==> config.mk <==
export PLATFORM = sky130hd
export DESIGN_NAME = dut
export DESIGN_NICKNAME = d
export VERILOG_FILES = /design/src/rtl/pkg_dist.sv /design/src/rtl/data_mem.sv /design/src/rtl/dut.sv
export SDC_FILE = /design/constraint.sdc
export NUM_CORES = 1
export LEC_CHECK = 0
export ABC_CLOCK_PERIOD_IN_PS = 2000
export CORE_MARGIN = 5
export CORE_UTILIZATION = 54
export CTS_CLUSTER_SIZE = 16
export DETAILED_ROUTE_END_ITERATION = 10
export PLACE_DENSITY = 0.74
export SETUP_SLACK_MARGIN = 0.2
export SKIP_LAST_GASP = 1
export SLEW_MARGIN = 20
export SYNTH_ARGS = -nofsm -noshare
export SYNTH_HDL_FRONTEND = slang
export SYNTH_SLANG_ARGS = --single-unit
==> constraint.sdc <==
create_clock -name clk -period 2 [get_ports clk]
set_clock_uncertainty 0.1 [all_clocks]
set_input_delay 0.4 -clock clk [delete_from_list [all_inputs] [get_ports clk]]
set_output_delay 0.4 -clock clk [all_outputs]
set_load 0.01 [all_outputs]
==> src/rtl/pkg_dist.sv <==
// Shared types and constants for the pairwise min/max distance engine.
package pkg_dist;

    localparam int unsigned NVAL      = 32;
    localparam int unsigned NBYTES    = 2 * NVAL;
    localparam int unsigned BYTE_W    = 8;
    localparam int unsigned WORD_W    = 16;
    localparam int unsigned ADDR_W    = 8;
    localparam int unsigned MEM_DEPTH = 256;
    localparam int unsigned IDX_W     = 5;

    localparam logic [ADDR_W-1:0] MIN_ADDR = 8'd66;
    localparam logic [ADDR_W-1:0] MAX_ADDR = 8'd68;

    typedef enum logic [2:0] {
        IDLE,
        DELAY,
        LOAD,
        CMP,
        WR,
        DONE
    } state_e;

    typedef struct packed {
        logic              we;
        logic [ADDR_W-1:0] addr;
        logic [BYTE_W-1:0] data;
    } mem_wr_t;

    // |a-b| of two signed words; a 17-bit difference keeps 0x7FFF vs 0x8000 exact.
    function automatic logic [WORD_W-1:0] abs_diff(input logic [WORD_W-1:0] a,
                                                   input logic [WORD_W-1:0] b);
        logic [WORD_W:0] diff;
        diff = {a[WORD_W-1], a} - {b[WORD_W-1], b};
        return diff[WORD_W] ? WORD_W'(-diff) : diff[WORD_W-1:0];
    endfunction

endpackage

==> src/rtl/data_mem.sv <==
// 256x8 data memory: combinational read port, synchronous write port.
module data_mem
    import pkg_dist::*;
(
    input  logic              clk,
    input  logic              we_i,
    input  logic [ADDR_W-1:0] waddr_i,
    input  logic [BYTE_W-1:0] wdata_i,
    input  logic [ADDR_W-1:0] raddr_i,
    output logic [BYTE_W-1:0] rdata_c_o
);

    logic [BYTE_W-1:0] core [MEM_DEPTH];

    always_ff @(posedge clk) begin
        if (we_i) begin
            core[waddr_i] <= wdata_i;
        end
    end

    assign rdata_c_o = core[raddr_i];

endmodule

==> src/rtl/dut.sv <==
// Min/max |a-b| over all unordered pairs of 32 signed 16-bit values held in data memory.
// Loads operands, sweeps pairs j-major, writes both results back, then holds done.
module dut
    import pkg_dist::*;
#(
    parameter int unsigned START_DELAY = 8
) (
    input  logic clk,
    input  logic reset = 1'b0,
    input  logic start,
    output logic done
);

    localparam int unsigned CNT_W = (START_DELAY > NBYTES) ? $clog2(START_DELAY) : $clog2(NBYTES);

    state_e              state_q = IDLE;
    state_e              state_d;
    logic [CNT_W-1:0]    cnt_q   = '0;
    logic [CNT_W-1:0]    cnt_d;
    logic [IDX_W-1:0]    j_q     = '0;
    logic [IDX_W-1:0]    j_d;
    logic [IDX_W-1:0]    k_q     = '0;
    logic [IDX_W-1:0]    k_d;
    logic [WORD_W-1:0]   min_q   = 16'hFFFF;
    logic [WORD_W-1:0]   min_d;
    logic [WORD_W-1:0]   max_q   = 16'h0000;
    logic [WORD_W-1:0]   max_d;
    logic                done_q  = 1'b0;
    logic                done_d;

    logic [WORD_W-1:0]   rf_q [NVAL];
    logic                rf_we_c;
    logic [WORD_W-1:0]   dist_c;
    logic [ADDR_W-1:0]   raddr_c;
    logic [BYTE_W-1:0]   rdata_c;
    mem_wr_t             wr_c;

    data_mem dm (
        .clk       (clk),
        .we_i      (wr_c.we),
        .waddr_i   (wr_c.addr),
        .wdata_i   (wr_c.data),
        .raddr_i   (raddr_c),
        .rdata_c_o (rdata_c)
    );

    always_ff @(posedge clk) begin
        if (reset) begin
            state_q <= IDLE;
            cnt_q   <= '0;
            j_q     <= '0;
            k_q     <= '0;
            min_q   <= 16'hFFFF;
            max_q   <= 16'h0000;
            done_q  <= 1'b0;
        end else begin
            state_q <= state_d;
            cnt_q   <= cnt_d;
            j_q     <= j_d;
            k_q     <= k_d;
            min_q   <= min_d;
            max_q   <= max_d;
            done_q  <= done_d;
        end
    end

    // Even load addresses fill the high byte of an operand, odd ones the low byte.
    always_ff @(posedge clk) begin
        if (rf_we_c) begin
            if (!cnt_q[0]) begin
                rf_q[cnt_q[IDX_W:1]][WORD_W-1:BYTE_W] <= rdata_c;
            end else begin
                rf_q[cnt_q[IDX_W:1]][BYTE_W-1:0] <= rdata_c;
            end
        end
    end

    always_comb begin
        state_d = state_q;
        cnt_d   = cnt_q;
        j_d     = j_q;
        k_d     = k_q;
        min_d   = min_q;
        max_d   = max_q;
        rf_we_c = 1'b0;
        wr_c    = '0;
        raddr_c = ADDR_W'(cnt_q);
        dist_c  = abs_diff(rf_q[j_q], rf_q[k_q]);

        case (state_q)
            IDLE: begin
                if (!start) begin
                    state_d = DELAY;
                    cnt_d   = '0;
                end
            end
            DELAY: begin
                if (start) begin
                    state_d = IDLE;
                end else if (cnt_q == CNT_W'(START_DELAY - 1)) begin
                    state_d = LOAD;
                    cnt_d   = '0;
                end else begin
                    cnt_d = cnt_q + CNT_W'(1);
                end
            end
            LOAD: begin
                if (start) begin
                    state_d = IDLE;
                end else begin
                    rf_we_c = 1'b1;
                    if (cnt_q == CNT_W'(NBYTES - 1)) begin
                        state_d = CMP;
                        cnt_d   = '0;
                        j_d     = '0;
                        k_d     = IDX_W'(1);
                        min_d   = 16'hFFFF;
                        max_d   = 16'h0000;
                    end else begin
                        cnt_d = cnt_q + CNT_W'(1);
                    end
                end
            end
            CMP: begin
                if (start) begin
                    state_d = IDLE;
                end else begin
                    if (dist_c < min_q) min_d = dist_c;
                    if (dist_c > max_q) max_d = dist_c;
                    if (k_q == IDX_W'(NVAL - 1)) begin
                        if (j_q == IDX_W'(NVAL - 2)) begin
                            state_d = WR;
                            cnt_d   = '0;
                        end else begin
                            j_d = j_q + IDX_W'(1);
                            k_d = j_q + IDX_W'(2);
                        end
                    end else begin
                        k_d = k_q + IDX_W'(1);
                    end
                end
            end
            WR: begin
                if (start) begin
                    state_d = IDLE;
                end else begin
                    wr_c.we = 1'b1;
                    case (cnt_q[1:0])
                        2'd0: begin
                            wr_c.addr = MIN_ADDR;
                            wr_c.data = min_q[WORD_W-1:BYTE_W];
                        end
                        2'd1: begin
                            wr_c.addr = MIN_ADDR + ADDR_W'(1);
                            wr_c.data = min_q[BYTE_W-1:0];
                        end
                        2'd2: begin
                            wr_c.addr = MAX_ADDR;
                            wr_c.data = max_q[WORD_W-1:BYTE_W];
                        end
                        default: begin
                            wr_c.addr = MAX_ADDR + ADDR_W'(1);
                            wr_c.data = max_q[BYTE_W-1:0];
                        end
                    endcase
                    if (cnt_q[1:0] == 2'd3) begin
                        state_d = DONE;
                    end else begin
                        cnt_d = cnt_q + CNT_W'(1);
                    end
                end
            end
            DONE: begin
                if (start) state_d = IDLE;
            end
            default: begin
                state_d = IDLE;
            end
        endcase

        done_d = (state_d == DONE);
    end

    assign done = done_q;

endmodule

# Word level (Yosys, flattened, before mapping)
# Cells that the tools add are included.
[word_totals]
register_bits = 20
out_inout_bits = 1
in_bits = 3
[classes]
muxes = 35
add_sub_neg = 4
n_reduce_logical = 6
eq_ne = 22
[ops]
columns = ["cell", "n"]
rows = [
  ["$mux 6", 10],
  ["$mux 5", 10],
  ["$mux 3", 11],
  ["$pmux 6 s5", 1],
  ["$ne 2x2->1 const B", 10],
  ["$pmux 5 s2", 2],
  ["$pmux 3 s6", 1],
  ["$add 5x1->5 const B", 2],
  ["$eq 5x5->1 const B", 2],
  ["$eq 3x3->1 const B", 3],
  ["$reduce_and 9->1", 1],
  ["$add 6x1->6 const B", 1],
  ["$eq 3x2->1 const B", 2],
  ["$eq 6x3->1 const B", 1],
  ["$eq 6x6->1 const B", 1],
  ["$reduce_and 6->1", 1],
  ["$add 5x2->5 const B", 1],
  ["$reduce_and 5->1", 1],
  ["$reduce_bool 5->1", 1],
  ["$eq 3x1->1 const B", 1],
  ["$logic_not 3->1", 1],
  ["$ne 3x3->1 const B", 1],
  ["$eq 2x2->1 const B", 1],
  ["$reduce_bool 2->1", 1],
]

# Logic depth before layout (Yosys ltp)
# Gate-level depths: netlist of the first run.
[depth]
word_depth = 6
mapped_depth = 8
ltp_nobuf = 8

# Worst setup path before layout of the first run
# No wires, ideal clock.
[synth_path]
path_kind = "reg2reg"
startpoint = "register k_q[0]"
endpoint = "register k_q[1]"
path_stages_with_launch = 8
setup_slack_ns = 0.056
arrival_time_ns = 1.715
synth_period_minus_slack_ns = 1.944
required_ns = 1.771
path_cell_list = "dfxtp_1 ha_1 and3_1 ha_1 clkbuf_1 mux2_2 a32oi_1 nor2_1"
[synth_via]
elab_chain_len = 4
word_cells_on_any_way = 7
[synth_rtl]
columns = ["element", "line", "source"]
rows = [
  ["start: declaration", "dut.sv:22", "logic [IDX_W-1:0] k_q = '0;"],
  ["start signal: assignment", "dut.sv:60", "k_q <= k_d;"],
  ["$add 5x1->5 / $eq 5x5->1 (equally long branches)", "dut.sv:139, dut.sv:130", ""],
  ["$mux 5", "dut.sv:130", "if (k_q == IDX_W'(NVAL - 1)) begin"],
  ["$mux 5", "dut.sv:125", "if (start) begin"],
  ["$pmux 5 s2", "dut.sv:90", "case (state_q)"],
]
# Parallel ways exist; a longest one is shown, timed or not. The select of a mux whose other input is x is not followed.
# A chain may end at the register's enable or synchronous reset.

# Worst setup path in the final report of the first run
[layout_path]
startpoint = "register k_q[1]"
endpoint = "register j_q[0]"
[layout_via]
elab_chain_len = 3
[layout_rtl]
columns = ["element", "line", "source"]
rows = [
  ["$eq 5x5->1", "dut.sv:130", ""],
  ["$ne 2x2->1 (no source line)", "-", ""],
  ["$reduce_and 6->1 (no source line)", "-", ""],
  ["end signal: assignment", "dut.sv:59", "j_q <= j_d;"],
  ["end: declaration", "dut.sv:20", "logic [IDX_W-1:0] j_q = '0;"],
]
# No other way between the ends.

==> results of run 1 <==
## repair_timing
action,4_1_cts,5_1_grt
gates resized for setup,17,14
setup endpoints to repair,13,16
buffers inserted,5,3
pin swaps,7,9
## worst min-delay path, cell delays in order, from the launching register on
cell	delay, ns
dfxtp_2	0.35
nand2_1	0.05
a21oi_1	0.05
## cell families after synthesis
| kind of cell | after synthesis | share of synthesized area |
|---|---|---|
| fa+ha+maj | 6 | 0.0600 |
| compound gates | 39 | 0.230 |
| simple gates | 61 | 0.293 |
| xor+xnor | 6 | 0.0420 |
| mux | 1 | 0.00900 |
| flops | 20 | 0.320 |
| buf+inv | 11 | 0.0460 |
## cell usage in the layout, fill, tap and decap left out, types with 3 or more instances in the layout
cell type and n:
buf_4 21, nand2_1 13, dfxtp_1 13, a21oi_1 12
nor2_1 8, nand3_1 6, nor3_1 5, dfxtp_2 5
inv_1 4, o21ai_0 4, xor2_1 4, nor2b_1 4
nand4b_1 3, ha_1 3, ha_4 3, clkbuf_4 3
buf_6 3
## final cells by class
class	count	area share
Multi-Input combinational cell	113	0.565
Sequential cell	20	0.253
Timing Repair Buffer	27	0.135
Tap cell	28	0.0214
Clock buffer	3	0.0138
Inverter	5	0.0115
## report_power, final
part           internal [mW]  switching (mW)
sequential             0.398         0.00179
clock                 0.0703           0.126
combinational         0.0225          0.0302
## Yosys cell counts, drive strengths merged, types with 2 or more instances
master and instances:
clkbuf 3, o21ai 6, a32oi 2, xor2 4
inv 5, a21oi 14, o32a 2, nor2 9
nand4 2, or3 4, and3 3, xnor2 2
nand3 6, buf 3, a31oi 4, dfxtp 20
nand4b 3, nor2b 5, nand2 16, nor4 2
nor3 5, ha 6
## worst max path at each step
stage	start	endpoint	slack, ns	depth (start not counted)
after floorplan	j_q[0]$_SDFFE_PP0P_	k_q[3]$_SDFFE_PP0P_	0.21	7
after global placement	start	k_q[3]$_SDFFE_PP0P_	-0.07	6
after detailed placement	start	k_q[2]$_SDFFE_PP0P_	-0.11	6
after CTS	k_q[1]$_SDFFE_PP0P_	k_q[2]$_SDFFE_PP0P_	0.19	8
after global routing	k_q[1]$_SDFFE_PP0P_	j_q[0]$_SDFFE_PP0P_	0.10	8
final	k_q[1]$_SDFFE_PP0P_	j_q[0]$_SDFFE_PP0P_	0.19	8
## state kept, by name (all words and copies together), names as in the netlist
| name | flops |
|---|---|
| cnt_q | 6 |
| j_q | 5 |
| state_q | 3 |
| done | 1 |
| k_q | 5 |
## routing by layer
metal / GRT usage / up-vias
li1: - / 586
met1: 0.236 / 580
met2: 0.331 / 19
met3: 0.0401 / 5
met4: 0.0927 / 0
met5: 0 / -
## metrics by stage
| step | setup WS (ns) | total power [mW] | std cells | TNS [ns] |
|---|---|---|---|---|
| 6_report | 0.188 | 0.648 | 196 | 0 |
| 5_1_grt | 0.102 | 0.684 | 196 | 0 |
| 4_1_cts | 0.188 | 0.649 | 193 | 0 |
| 3_5_place_dp | -0.109 | 0.456 | 185 | -0.671 |
| 3_3_place_gp | -0.0740 | 0.455 | 185 | -0.269 |
| 2_1_floorplan | 0.205 | 0.438 | 144 | 0 |
==> flow_summary.toml, run 1 <==
[status]
status = "complete, no violations"

[detailed_routing]
via_per_inst = 6.07
num_vias = 1190
wl_per_cell_um = 15.4
m1WireLength_mm = 1.37
route.met2.wl_mm = 1.50
drt_iter0_markers = 23
drc = 0
wirelength_mm = 3.02
wl_met3_um = 92
ant_nets = 0
dr.max_layer_used = "met4"
drtPass1Iterations = 4

[clocking]
cts.sinks = 20
h-tree-depth = 1
cts_root_buf = "clkbuf_4"
cts_buffers = 3
cts_tree = "built"
path_clk_slew_ns = 0.11
clk_path_buf_depth = 2
clk-insertion-delay-late_ns = 0.30
hold_buffers = 0

[timing]
maxSlewViolCount = 0
slew_headroom = 0.768
holdWs_ns = 0.382
rsz0062_at_grt = "yes"
fin_crit_sh = 0.906
tightest_slew_ns = 0.345
final-hold-violation-count = 0
period_minus_slack_ns = 1.81
setup_viol = 0
fmax_mhz = 552

[worst_setup_path]
critical_path_buf_inv_count = 0
r2r-start = "k_q[1]$_SDFFE_PP0P_"
cpPeakStageDelay_ns = 0.38
critPathRequiredTime_ns = 2.14
crit_slowest_cell = "dfxtp_4"
crit_arrival_ns = 1.95
path_cells = "ha_4 -> and3_4 -> ha_4 -> nand2_2 -> o32ai_4 -> nand2_2 -> or3_4 -> a21oi_2"
critPathCaptureType = "flop"
cp_max_fo = 4
critical_path.top_delay_family = "simple AND/OR/NAND/NOR gates"
r2r_end = "j_q[0]$_SDFFE_PP0P_"
rrSetupSlack_ns = 0.19
cp-start-kind = "flop"
criticalPathCategory = "flop to flop"
rr_worst_depth = 8

[pwr]
p_per_area_mw_per_mm2 = 397
static-leakage-power_nw = 0.605
ir_drop_uv = 279

[logic_synthesis]
yosys_most_used_dff = "dfxtp_1"
yosysWarnings = 0
netlist_instances = 144
ys_ff_latch = 20
yosys.area.top_type = "dfxtp_1"
syn-num-nets = 153
synth_cell_types = 46
async_flop_share = 0
synth_edf_count = 0
syn_avg_cell_area_um2 = 8.69
netlist_area_mm2 = 0.00125
synth.top_cell.area_share = 0.320
synth-seq-area-share = 0.320
yosys-top-cells-area = "dfxtp_1, ha_1, a21oi_1"

[finish]
fin_nets = 179
area_growth_pct = 30.6
seq_area_um2 = 414
fillCellCount = 171
stdcell_area_mm2 = 0.00163
antennaDiodeCount = 0
drive_above_1_share = 0.381
fin_util = 0.739
multiInputGateArea_um2 = 923

[placement]
port_buffers = 3
place_congestion = 0.873
dp_hpwl_mm = 2.01
dpl_cell_area_mm2 = 0.00144

[global_route]
grt_pass1_vias = 1201
antenna_found_initial = 0
grt_overflow = 0
grt_max_degree = 17
grtUsageTotal = 0.196
grt_pass1_wl_mm = 5.24

[run]
drv_cap = 0

[die]
start_util = 0.566
die_height_um = 58.1
die_w_um = 58.1
coreArea_mm2 = 0.00221
num_rows = 17
die-area_mm2 = 0.00338
num_io_pins = 4

[worst_hold_path]
whs_endpoint = "cnt_q[1]$_SDFFE_PP0P_"
min_from = "cnt_q[1]$_SDFFE_PP0P_"
holdPathStages = 2
hp-class = "flop to flop"
(Power assumes the default switching activity.)
==> run 2, diff against run 1 <==
Settings changed: ABC_CLOCK_PERIOD_IN_PS 2000 to 1500, CORE_MARGIN 5 to 3, MAX_ROUTING_LAYER set to met4.
Clock period 2 ns to 1.5 ns, I/O delays scaled along.
==> run 2 against run 1 <==
The flow now stops in global routing; synthesized cell count unchanged; synthesized area unchanged.
==> flow_summary.toml, run 2 <==
[global_route]
grt_max_degree = 11

[status]
lastStage = "global routing"
tool.error = "[ERROR DPL-0038] Utilization greater than 100%, impossible to legalize"
status = "stopped before the end"

[logic_synthesis]
yosys-top-cells-area = "dfxtp_1, ha_1, a21oi_1"
synth_edf_count = 0
yosysWarnings = 0
netlist_instances = 144
yosys.area.top_type = "dfxtp_1"
syn-num-nets = 153
yosys_most_used_dff = "dfxtp_1"
syn_avg_cell_area_um2 = 8.69
async_flop_share = 0
synthTopCellsByCount = "dfxtp_1, nand2_1, a21oi_1"
synth.top_cell.area_share = 0.320
netlist_area_mm2 = 0.00125
ys_ff_latch = 20
synth-seq-area-share = 0.320
synth_cell_types = 46
synth_most_common_cell = "dfxtp_1"

[die]
num_io_pins = 4
num_rows = 16
die_height_um = 54.1
start_util = 0.601
die_w_um = 54.1

[placement]
dpl_cell_area_mm2 = 0.00174
place_congestion = 0.883
port_buffers = 3
dp_hpwl_mm = 2.77

[timing]
worst-ep-kind = "sequential cell input"
grt_worst_setup_endpoint = "cnt_q[5]$_SDFFE_PP0P_/D"

[clocking]
h-tree-depth = 1
cts.sinks = 20
clk_path_buf_depth = 2
cts_root_buf = "clkbuf_4"
cts_buffers = 3
[run 2: cell counts after synthesis]
No cell type changed its count.
[run 2: logic make-up after synthesis]
family,after synthesis,share of synthesized area
mux,1,0.00900
buf+inv,11,0.0460
flops,20,0.320
fa+ha+maj,6,0.0600
simple gates,61,0.293
xor+xnor,6,0.0420
compound gates,39,0.230
[run 2: stage by stage]
stage                     instances  hold slack [ns]   util  worst slack [ns]  TNS (ns)
after floorplan                 144            0.271      -            -0.250     -2.52
after global placement          217            0.380  0.837            -0.454     -6.33
after detailed placement        217            0.400  0.837            -0.525     -7.49
after CTS                       227            0.417  0.943            -0.333     -5.49
[run 2: timing repair]
item,CTS
cloned,0
gates resized for setup,32
hold buffers,0
setup buffers,7
pin swaps,21
setup endpoints to repair,21
==> run 3, diff against run 2 <==
Settings changed: ABC_CLOCK_PERIOD_IN_PS 1500 to 2000, CORE_AREA set to 3 3 64 66, CORE_MARGIN 3 to unset, CORE_UTILIZATION 54 to unset, CTS_CLUSTER_SIZE 16 to unset, DIE_AREA set to 0 0 67 69, MAX_ROUTING_LAYER met4 to unset, PLACE_DENSITY 0.74 to unset, PLACE_DENSITY_LB_ADDON set to 0.15, SETUP_SLACK_MARGIN 0.2 to unset.
Clock period 1.5 ns to 2 ns, I/O delays scaled along.
==> run 3 against run 2 <==
The flow now finishes without violations.
==> flow_summary.toml, run 3 (synthesized netlist as in run 1, its figures left out) <==
[clocking]
cts_buffers = 3
h-tree-depth = 1
path_clk_slew_ns = 0.08
clk-insertion-delay-late_ns = 0.27
post_cts_buffers = 0
cts_tree = "built"
hold_buffers = 0
clk_path_buf_depth = 2
cts.sinks = 20
cts_root_buf = "clkbuf_8"

[detailed_routing]
drt_iter0_markers = 27
ant_nets = 0
num_vias = 1135
drc = 0
wirelength_mm = 2.79
via_per_inst = 5.23
wl_per_cell_um = 12.9
drtPass1Iterations = 4

[global_route]
antenna_found_initial = 0
grt_pass1_vias = 1069
grt_overflow = 0
grtUsageTotal = 0.135
grt_max_degree = 14
grt_pass1_wl_mm = 4.89

[die]
die-area_mm2 = 0.00462
num_rows = 22
die_height_um = 69
coreArea_mm2 = 0.00363
start_util = 0.344
num_io_pins = 4
die_w_um = 67

[finish]
drive_above_1_share = 0.284
reg_top3 = "cnt_q: 6 flops, j_q: 5 flops, k_q: 5 flops"
regMostFlops = "cnt_q"
largest_reg_flops = 6
area_growth_pct = 25.9
fin_nets = 179
fillCellCount = 396
instances_no_fill = 217
final_cell_mix = "buf_4, dfxtp_1, nand2_1, a21oi_1, nor2_1"
stdcell_area_mm2 = 0.00158
mostFrequentLayoutCell = "buf_4"
antennaDiodeCount = 0

[placement]
dp_hpwl_mm = 2.09
place_inst = 213
dpl_cell_area_mm2 = 0.00148
pre_cts_ws_ns = -0.176
place_congestion = 0.812
port_buffers = 3

[pwr]
p_per_area_mw_per_mm2 = 496
fin_total_pwr_uw = 781
static-leakage-power_nw = 0.602
ir_drop_uv = 186

[timing]
slew_headroom = 0.697
fin_crit_sh = 0.963
period_minus_slack_ns = 1.93
tightest_slew_ns = 0.450
rsz0062_at_grt = "yes"
holdWs_ns = 0.367
fmax_mhz = 519
maxSlewViolCount = 0
setup_viol = 0
final-hold-violation-count = 0
worst_slack_ns = 0.0743

[worst_setup_path]
critPathRequiredTime_ns = 2.06
cp_max_fo = 5
crit_arrival_ns = 1.99
cp-start-kind = "flop"
criticalPathCategory = "flop to flop"
critPathCaptureType = "flop"

[status]
status = "complete, no violations"

[worst_hold_path]
hp-class = "flop to flop"

[run]
drv_cap = 0
==> run 3: metrics by stage <==
stage          setup TNS (ns)  utilization
4_1_cts                     0        0.426
6_report                    0        0.434
2_1_floorplan               0            -
3_5_place_dp           -0.731        0.408
3_3_place_gp           -0.710        0.408
5_1_grt               -0.0381        0.434
==> run 3: worst paths after layout <==
path	from	endpoint	slack [ns]	depth (start not counted)
min reg2reg	k_q[4]$_SDFFE_PP0P_	k_q[4]$_SDFFE_PP0P_	0.37	2
max	k_q[0]$_SDFFE_PP0P_	cnt_q[5]$_SDFFE_PP0P_	0.07	8
max reg2reg	k_q[0]$_SDFFE_PP0P_	cnt_q[5]$_SDFFE_PP0P_	0.07	8
min	k_q[4]$_SDFFE_PP0P_	k_q[4]$_SDFFE_PP0P_	0.37	2
==> run 3: worst max-delay path: stages, from the launching register on <==
cell and delay (ns):
dfxtp_1 0.35, ha_1 0.17, and3_1 0.16, ha_2 0.21, nand2_2 0.09, buf_4 0.15, a31o_2 0.29, a32oi_2 0.21
o41ai_2 0.09
==> run 3: power by group <==
part           total [mW]  internal, mW  switching [mW]
Sequential          0.402         0.400         0.00215
Combinational      0.0488        0.0211          0.0277
Clock               0.330         0.176           0.154
Total               0.781         0.597           0.184
==> run 3: repair_timing <==
action                     in CTS  in global routing
gates resized for setup         1                  9
setup endpoints to repair       1                 11
pin swaps                       0                  4
==> run 3: cell type report <==
cell class | count | area, µm² | share of cell area
Clock buffer | 4 | 55.1 | 0.0349
Inverter | 5 | 18.8 | 0.0119
Multi-Input combinational cell | 113 | 830 | 0.527
Sequential cell | 20 | 402 | 0.255
Tap cell | 48 | 60.1 | 0.0381
Timing Repair Buffer | 27 | 210 | 0.133
==> run 3: routing by layer <==
layer  wire (µm)  GRT usage  share of wire  up-vias
met4          61     0.0698          0.022        0
met2        1220      0.192           0.44       16
met1        1420      0.189           0.51      532
li1            -          -              -      582
met5           0          0              0        -
met3          86     0.0261          0.031        5
==> run 4, diff against run 3 <==
Settings changed: HOLD_SLACK_MARGIN set to 0.03, SKIP_LAST_GASP 1 to unset.
==> results of run 4 <==
Final layout, timing and power as in run 3 (identical DEF).
